### config.mk
export PLATFORM = sky130hd
export DESIGN_NAME = ram_access_controller_flat
export DESIGN_NICKNAME = d
export VERILOG_FILES = /design/src/rtl/ram_access_controller_if.sv /design/src/rtl/ram_access_controller.sv /design/src/flat_wrapper.sv
export SDC_FILE = /design/constraint.sdc
export NUM_CORES = 1
export LEC_CHECK = 0
export CAP_MARGIN = 0
export CORE_MARGIN = 2
export CORE_UTILIZATION = 47
export CTS_CLUSTER_DIAMETER = 200
export DETAILED_ROUTE_END_ITERATION = 8
export PLACE_DENSITY_LB_ADDON = 0.05
export SLEW_MARGIN = 5
export SYNTH_ARGS = -nofsm -noshare
export SYNTH_HDL_FRONTEND = slang
export SYNTH_SLANG_ARGS = --single-unit
### constraint.sdc
create_clock -name clock -period 6.4 [get_ports clock]
set_input_delay 1.92 -clock clock [delete_from_list [all_inputs] [get_ports clock]]
set_output_delay 1.92 -clock clock [all_outputs]
set_load 0.03 [all_outputs]
### src/rtl/ram_access_controller_if.sv
// Request/response handshake bundle for ram_access_controller.
// Master issues burst commands; slave returns read beats and write acks.
interface ram_access_controller_if #(
  parameter int ADDR_WIDTH = 5,
  parameter int DATA_WIDTH = 32
);
  logic                  req_valid;
  logic                  req_ready;
  logic                  req_write;
  logic [ADDR_WIDTH-1:0] req_addr;
  logic [ADDR_WIDTH-1:0] req_len;
  logic [DATA_WIDTH-1:0] req_wdata;
  logic                  rsp_valid;
  logic                  rsp_ready;
  logic [DATA_WIDTH-1:0] rsp_data;
  logic [ADDR_WIDTH-1:0] rsp_addr;
  logic                  rsp_last;

  modport master (
    output req_valid, req_write, req_addr,
    output req_len, req_wdata, rsp_ready,
    input  req_ready, rsp_valid, rsp_data,
    input  rsp_addr, rsp_last
  );

  modport slave (
    input  req_valid, req_write, req_addr,
    input  req_len, req_wdata, rsp_ready,
    output req_ready, rsp_valid, rsp_data,
    output rsp_addr, rsp_last
  );
endinterface

### src/rtl/ram_access_controller.sv
// Burst sequencer owning the pins of a 32x32 combinational-read RAM.
// Bursts walk consecutive addresses modulo depth, one word per access.
module ram_access_controller #(
  parameter int ADDR_WIDTH = 5,
  parameter int DATA_WIDTH = 32
) (
  input  logic                  clock,
  input  logic                  reset_n,
  ram_access_controller_if.slave bus,
  output logic [ADDR_WIDTH-1:0] ram_address,
  output logic [DATA_WIDTH-1:0] ram_data_in,
  output logic                  ram_we,
  output logic                  ram_cs,
  input  logic [DATA_WIDTH-1:0] ram_data_out
);
  typedef enum logic [1:0] {
    IDLE, WRITE, READ, RESP
  } state_t;

  state_t state, state_n;

  logic [ADDR_WIDTH-1:0] base;
  logic [ADDR_WIDTH-1:0] len;
  logic [ADDR_WIDTH-1:0] count;
  logic                  is_write;
  logic [DATA_WIDTH-1:0] wdata;
  logic [DATA_WIDTH-1:0] beat_data;
  logic [ADDR_WIDTH-1:0] beat_addr;
  logic                  beat_last;
  logic                  last_word;

  assign last_word   = (count == len);
  assign ram_address = base + count;
  assign ram_data_in = wdata;
  assign ram_cs      = (state == WRITE) || (state == READ);
  assign ram_we      = (state == WRITE);

  assign bus.req_ready = (state == IDLE);
  assign bus.rsp_valid = (state == RESP);
  assign bus.rsp_data  = beat_data;
  assign bus.rsp_addr  = beat_addr;
  assign bus.rsp_last  = beat_last;

  always_ff @(posedge clock or negedge reset_n) begin
    if (!reset_n) state <= IDLE;
    else          state <= state_n;
  end

  always_comb begin
    state_n = state;
    unique case (state)
      IDLE:
        if (bus.req_valid)
          state_n = bus.req_write ? WRITE : READ;
      WRITE:
        if (last_word) state_n = RESP;
      READ:
        state_n = RESP;
      RESP:
        if (bus.rsp_ready)
          state_n = (beat_last || is_write) ? IDLE : READ;
      default:
        state_n = IDLE;
    endcase
  end

  always_ff @(posedge clock or negedge reset_n) begin
    if (!reset_n) begin
      base      <= '0;
      len       <= '0;
      count     <= '0;
      is_write  <= 1'b0;
      wdata     <= '0;
      beat_data <= '0;
      beat_addr <= '0;
      beat_last <= 1'b0;
    end else begin
      unique case (state)
        IDLE:
          if (bus.req_valid) begin
            base     <= bus.req_addr;
            len      <= bus.req_len;
            wdata    <= bus.req_wdata;
            is_write <= bus.req_write;
            count    <= '0;
          end
        WRITE:
          if (last_word) begin
            beat_data <= wdata;
            beat_addr <= ram_address;
            beat_last <= 1'b1;
          end else begin
            count <= count + 1'b1;
          end
        READ: begin
          beat_data <= ram_data_out;
          beat_addr <= ram_address;
          beat_last <= last_word;
        end
        RESP:
          // the next read beat starts from the following address
          if (bus.rsp_ready && !beat_last)
            count <= count + 1'b1;
        default: ;
      endcase
    end
  end
endmodule

### src/flat_wrapper.sv
// flat-port wrapper written by rule: the top's interface ports become plain ports
module ram_access_controller_flat 
#(
  parameter int ADDR_WIDTH = 5,
  parameter int DATA_WIDTH = 32
)
  (clock, reset_n, ram_address, ram_data_in, ram_we, ram_cs, ram_data_out, bus_req_valid, bus_req_write, bus_req_addr, bus_req_len, bus_req_wdata, bus_rsp_ready, bus_req_ready, bus_rsp_valid, bus_rsp_data, bus_rsp_addr, bus_rsp_last);
  ram_access_controller_if #(.ADDR_WIDTH(ADDR_WIDTH), .DATA_WIDTH(DATA_WIDTH)) bus_i ();
  input  logic clock;
  input  logic reset_n;
  output logic [ADDR_WIDTH-1:0] ram_address;
  output logic [DATA_WIDTH-1:0] ram_data_in;
  output logic ram_we;
  output logic ram_cs;
  input  logic [DATA_WIDTH-1:0] ram_data_out;
  input wire logic [$bits(bus_i.req_valid)-1:0] bus_req_valid;
  input wire logic [$bits(bus_i.req_write)-1:0] bus_req_write;
  input wire logic [$bits(bus_i.req_addr)-1:0] bus_req_addr;
  input wire logic [$bits(bus_i.req_len)-1:0] bus_req_len;
  input wire logic [$bits(bus_i.req_wdata)-1:0] bus_req_wdata;
  input wire logic [$bits(bus_i.rsp_ready)-1:0] bus_rsp_ready;
  output wire logic [$bits(bus_i.req_ready)-1:0] bus_req_ready;
  output wire logic [$bits(bus_i.rsp_valid)-1:0] bus_rsp_valid;
  output wire logic [$bits(bus_i.rsp_data)-1:0] bus_rsp_data;
  output wire logic [$bits(bus_i.rsp_addr)-1:0] bus_rsp_addr;
  output wire logic [$bits(bus_i.rsp_last)-1:0] bus_rsp_last;
  assign bus_i.req_valid = bus_req_valid;
  assign bus_i.req_write = bus_req_write;
  assign bus_i.req_addr = bus_req_addr;
  assign bus_i.req_len = bus_req_len;
  assign bus_i.req_wdata = bus_req_wdata;
  assign bus_i.rsp_ready = bus_rsp_ready;
  assign bus_req_ready = bus_i.req_ready;
  assign bus_rsp_valid = bus_i.rsp_valid;
  assign bus_rsp_data = bus_i.rsp_data;
  assign bus_rsp_addr = bus_i.rsp_addr;
  assign bus_rsp_last = bus_i.rsp_last;
  ram_access_controller #(.ADDR_WIDTH(ADDR_WIDTH), .DATA_WIDTH(DATA_WIDTH)) u_core (.clock(clock), .reset_n(reset_n), .bus(bus_i), .ram_address(ram_address), .ram_data_in(ram_data_in), .ram_we(ram_we), .ram_cs(ram_cs), .ram_data_out(ram_data_out));
endmodule
==> impl_results.md <==
- Maximum vdd drop: about 0.39 mV
- Die W: around 96 um
- CTS Buf Count: 9
- Syn Nets: just over 400
- Pwr per Cell Area: between 500 and 600 mW/mm2
- Clk_lat worst skew: between 0.3 and 0.4 ns
- Setup-failing EPs final: 0
- WP data arrival: ~2.7 ns
- H-tree depth reported by CTS: 3
- Netlist cell types: 35
- WS Path Type: register to output port
- Row cnt: 33
- Clk_skew: about 0.016 ns
- Number of port buffers: 157
- EDFF count, synth: 0
- Area Overhead vs Synth: 46.3%
- Post-CTS setup buffers: 0
- Post-cts repair resize count: 0
- Total gr overflow: 0
- Fmax: between 200 and 250 MHz
- Hold_buf cts: 0
- Final Slew Violations: 0
- Post-synthesis async set-or-reset flop share: 1.00
- Die footprint: ~0.0092 mm2
- P_leak: between 2 and 3 nW
- Worst-margin pin slew: about 1.1 ns
- Fin crit share: 0.719
- Final Net Count: 559
- CP max stage delay: 0.70 ns
- CTS root buf: clkbuf_8
- DRC Markers: 0
- Initial core utilization: 0.484
- Clock tree buffer depth: 2
- Yosys warns: 0
- Required @ worst endpoint: about 4.5 ns
- Final worst path period need: roughly 4.6 ns
- First-pass GRT wire length: approximately 14000 um
- Share of the synthesized area in the top cell type: 0.557
- DR iter-0 viols: 73
- N_diodes: 0
- Die Ht: between 90 and 100 um
- TNS Setup: 0 ns
- Largest cells by area after synthesis: dfrtp_1, mux2_2, mux2i_1
- Via density: between 5 and 6
- Crit-path cells: ha_1 -> fa_1 -> a21o_1 -> a21oi_1 -> xnor2_1 -> clkdlybuf4s50_1
- CTS sink cnt: a little under 90
- Post-synthesis register bit count: a little under 90
- Crit path max fanout: 6
- Drt wl/cell: about 16 um
- DPL Wire Length: ~6600 um
- Core box area: between 0.008 and 0.009 mm2
- Total vias in the final route: ~2900
- Largest area contributor in the netlist: dfrtp_1
- Worst hold slack: between 0.4 and 0.5 ns
- Final-report hold violation count: 0
- Ys flop type: dfrtp_1
- Avg Cell Area, Syn: ~13 um2
- CP delay by family, top: buffers and inverters
- Largest net degree at the start of global routing: 51
- Routed Antenna Nets: 0
- GR Util All Layers: 0.205
- Initial antenna violation count: 0
- Critical Path Source Type: register
- Hold Crit Class: register to register
- Syn Inst Count: 316
- Vias in the first global route: a little under 3000
- Worst-path clk slew: 0.08 ns
- Slowest CP cell: clkdlybuf4s50_1
- Seq/Total Area, Yosys: 0.557
- Status: complete, no violations
- RSZ-0062 raised after global routing: no
- Routed WL: about 9200 um
- Placer's final routability congestion estimate: 0.763
- Slew HR: 0.248
- Share of post-route cells with drive strength above 1: 0.156
- CP Capture Type: output port
- Synth Cell Area: between 0.003 and 0.004 mm2
- Max_cap viols: 0
- Number of top-level pins: 158
- CTS tree: built
- Synth top cells by count: dfrtp_1, mux2_2, nand2_1, o21ai_0, mux2i_1
- CP Buf/Inv Count: 1
- Top-count cell post-synth: dfrtp_1
- First-pass DRT Iterations: 4
[per-layer routing]
layer	global-route usage	part of all wire	wire length (um)
met5	0	0	0
met4	0.0702	0.0086	79
met3	0.0478	0.073	671
met2	0.341	0.50	4590
met1	0.263	0.42	3880
[per-stage QoR]
stage | instance area [um2] | utilization | instances | worst slack, ns | power [mW]
final | 5790 | 0.708 | 580 | 1.80 | 3.44
after global routing | 5790 | 0.708 | 580 | 1.66 | 3.67
after CTS | 5790 | 0.708 | 580 | 1.76 | 3.48
after detailed placement | 5590 | 0.684 | 564 | 2.15 | 3.09
after global placement | 5590 | 0.684 | 564 | 2.21 | 3.04
after floorplan | 3960 | - | 316 | 2.78 | 2.34
[cell usage in the layout (no fill, tap or decap), drive strengths merged, types with 4 or more instances in the layout]
cell type	n
clkdlybuf4s50	156
dfrtp	88
mux2	49
nand2	37
o21ai	36
mux2i	34
clkbuf	12
ha	9
xnor2	7
nor2	5
inv	5
nand3	4
buf	4
[logic make-up after synthesis]
kind of cell / after synthesis / share of synthesized area
compound gates: 48 / 0.0699
fa+ha+maj: 10 / 0.0335
buf+inv: 21 / 0.0269
flops: 88 / 0.557
mux: 83 / 0.226
xor+xnor: 9 / 0.0218
simple gates: 57 / 0.0648
[path summary, 6_finish.rpt]
kind / cells after the start / slack, ns / start / end
max reg2reg: 6 / 4.12 / u_core.state[1]$_DFFE_PN0P_ / u_core.bus.rsp_data[30]$_DFFE_PN0P_
min in group asynchronous: 1 / 1.52 / reset_n / u_core.bus.rsp_data[8]$_DFFE_PN0P_
min reg2reg: 2 / 0.48 / u_core.bus.rsp_data[11]$_DFFE_PN0P_ / u_core.bus.rsp_data[11]$_DFFE_PN0P_
max: 6 / 1.80 / u_core.count[0]$_DFFE_PN0P_ / ram_address[4]
min: 2 / 0.48 / u_core.bus.rsp_data[11]$_DFFE_PN0P_ / u_core.bus.rsp_data[11]$_DFFE_PN0P_
max in group asynchronous: 2 / 3.84 / reset_n / u_core.ram_data_in[29]$_DFFE_PN0P_
[area by class of cell]
| type | instances | area (um2) |
|---|---|---|
| fill | 634 | 2390 |
| sequential | 88 | 2200 |
| multi-input combinational | 207 | 1650 |
| timing repair buffer | 160 | 1590 |
| clock buffer | 12 | 145 |
| tap | 105 | 131 |
| clock inverter | 4 | 51.3 |
| inverter | 4 | 15.0 |
[flip-flops by register name (all words and copies together) (netlist names)]
register	count
u_core.bus.rsp_data	32
u_core.ram_data_in	32
u_core.base	5
u_core.bus.rsp_addr	5
u_core.count	5
u_core.len	5
u_core.state	2
u_core.bus.rsp_last	1
u_core.is_write	1
[worst register-to-register path, cell delays in order (launching register included)]
cell,delay [ns]
dfrtp_1,0.42
inv_1,0.09
ha_1,0.31
nor2b_1,0.10
o21ba_2,0.57
buf_4,0.47
o21ai_0,0.18
[where the power goes]
part	leakage (nW)	internal, mW	switching [mW]	total, mW
logic	1.33	0.921	1.12	2.04
clock network	0.0970	0.192	0.191	0.384
registers	1.07	0.834	0.182	1.02
total	2.50	1.95	1.49	3.44
Note: power is estimated with default switching activity, not from simulation.
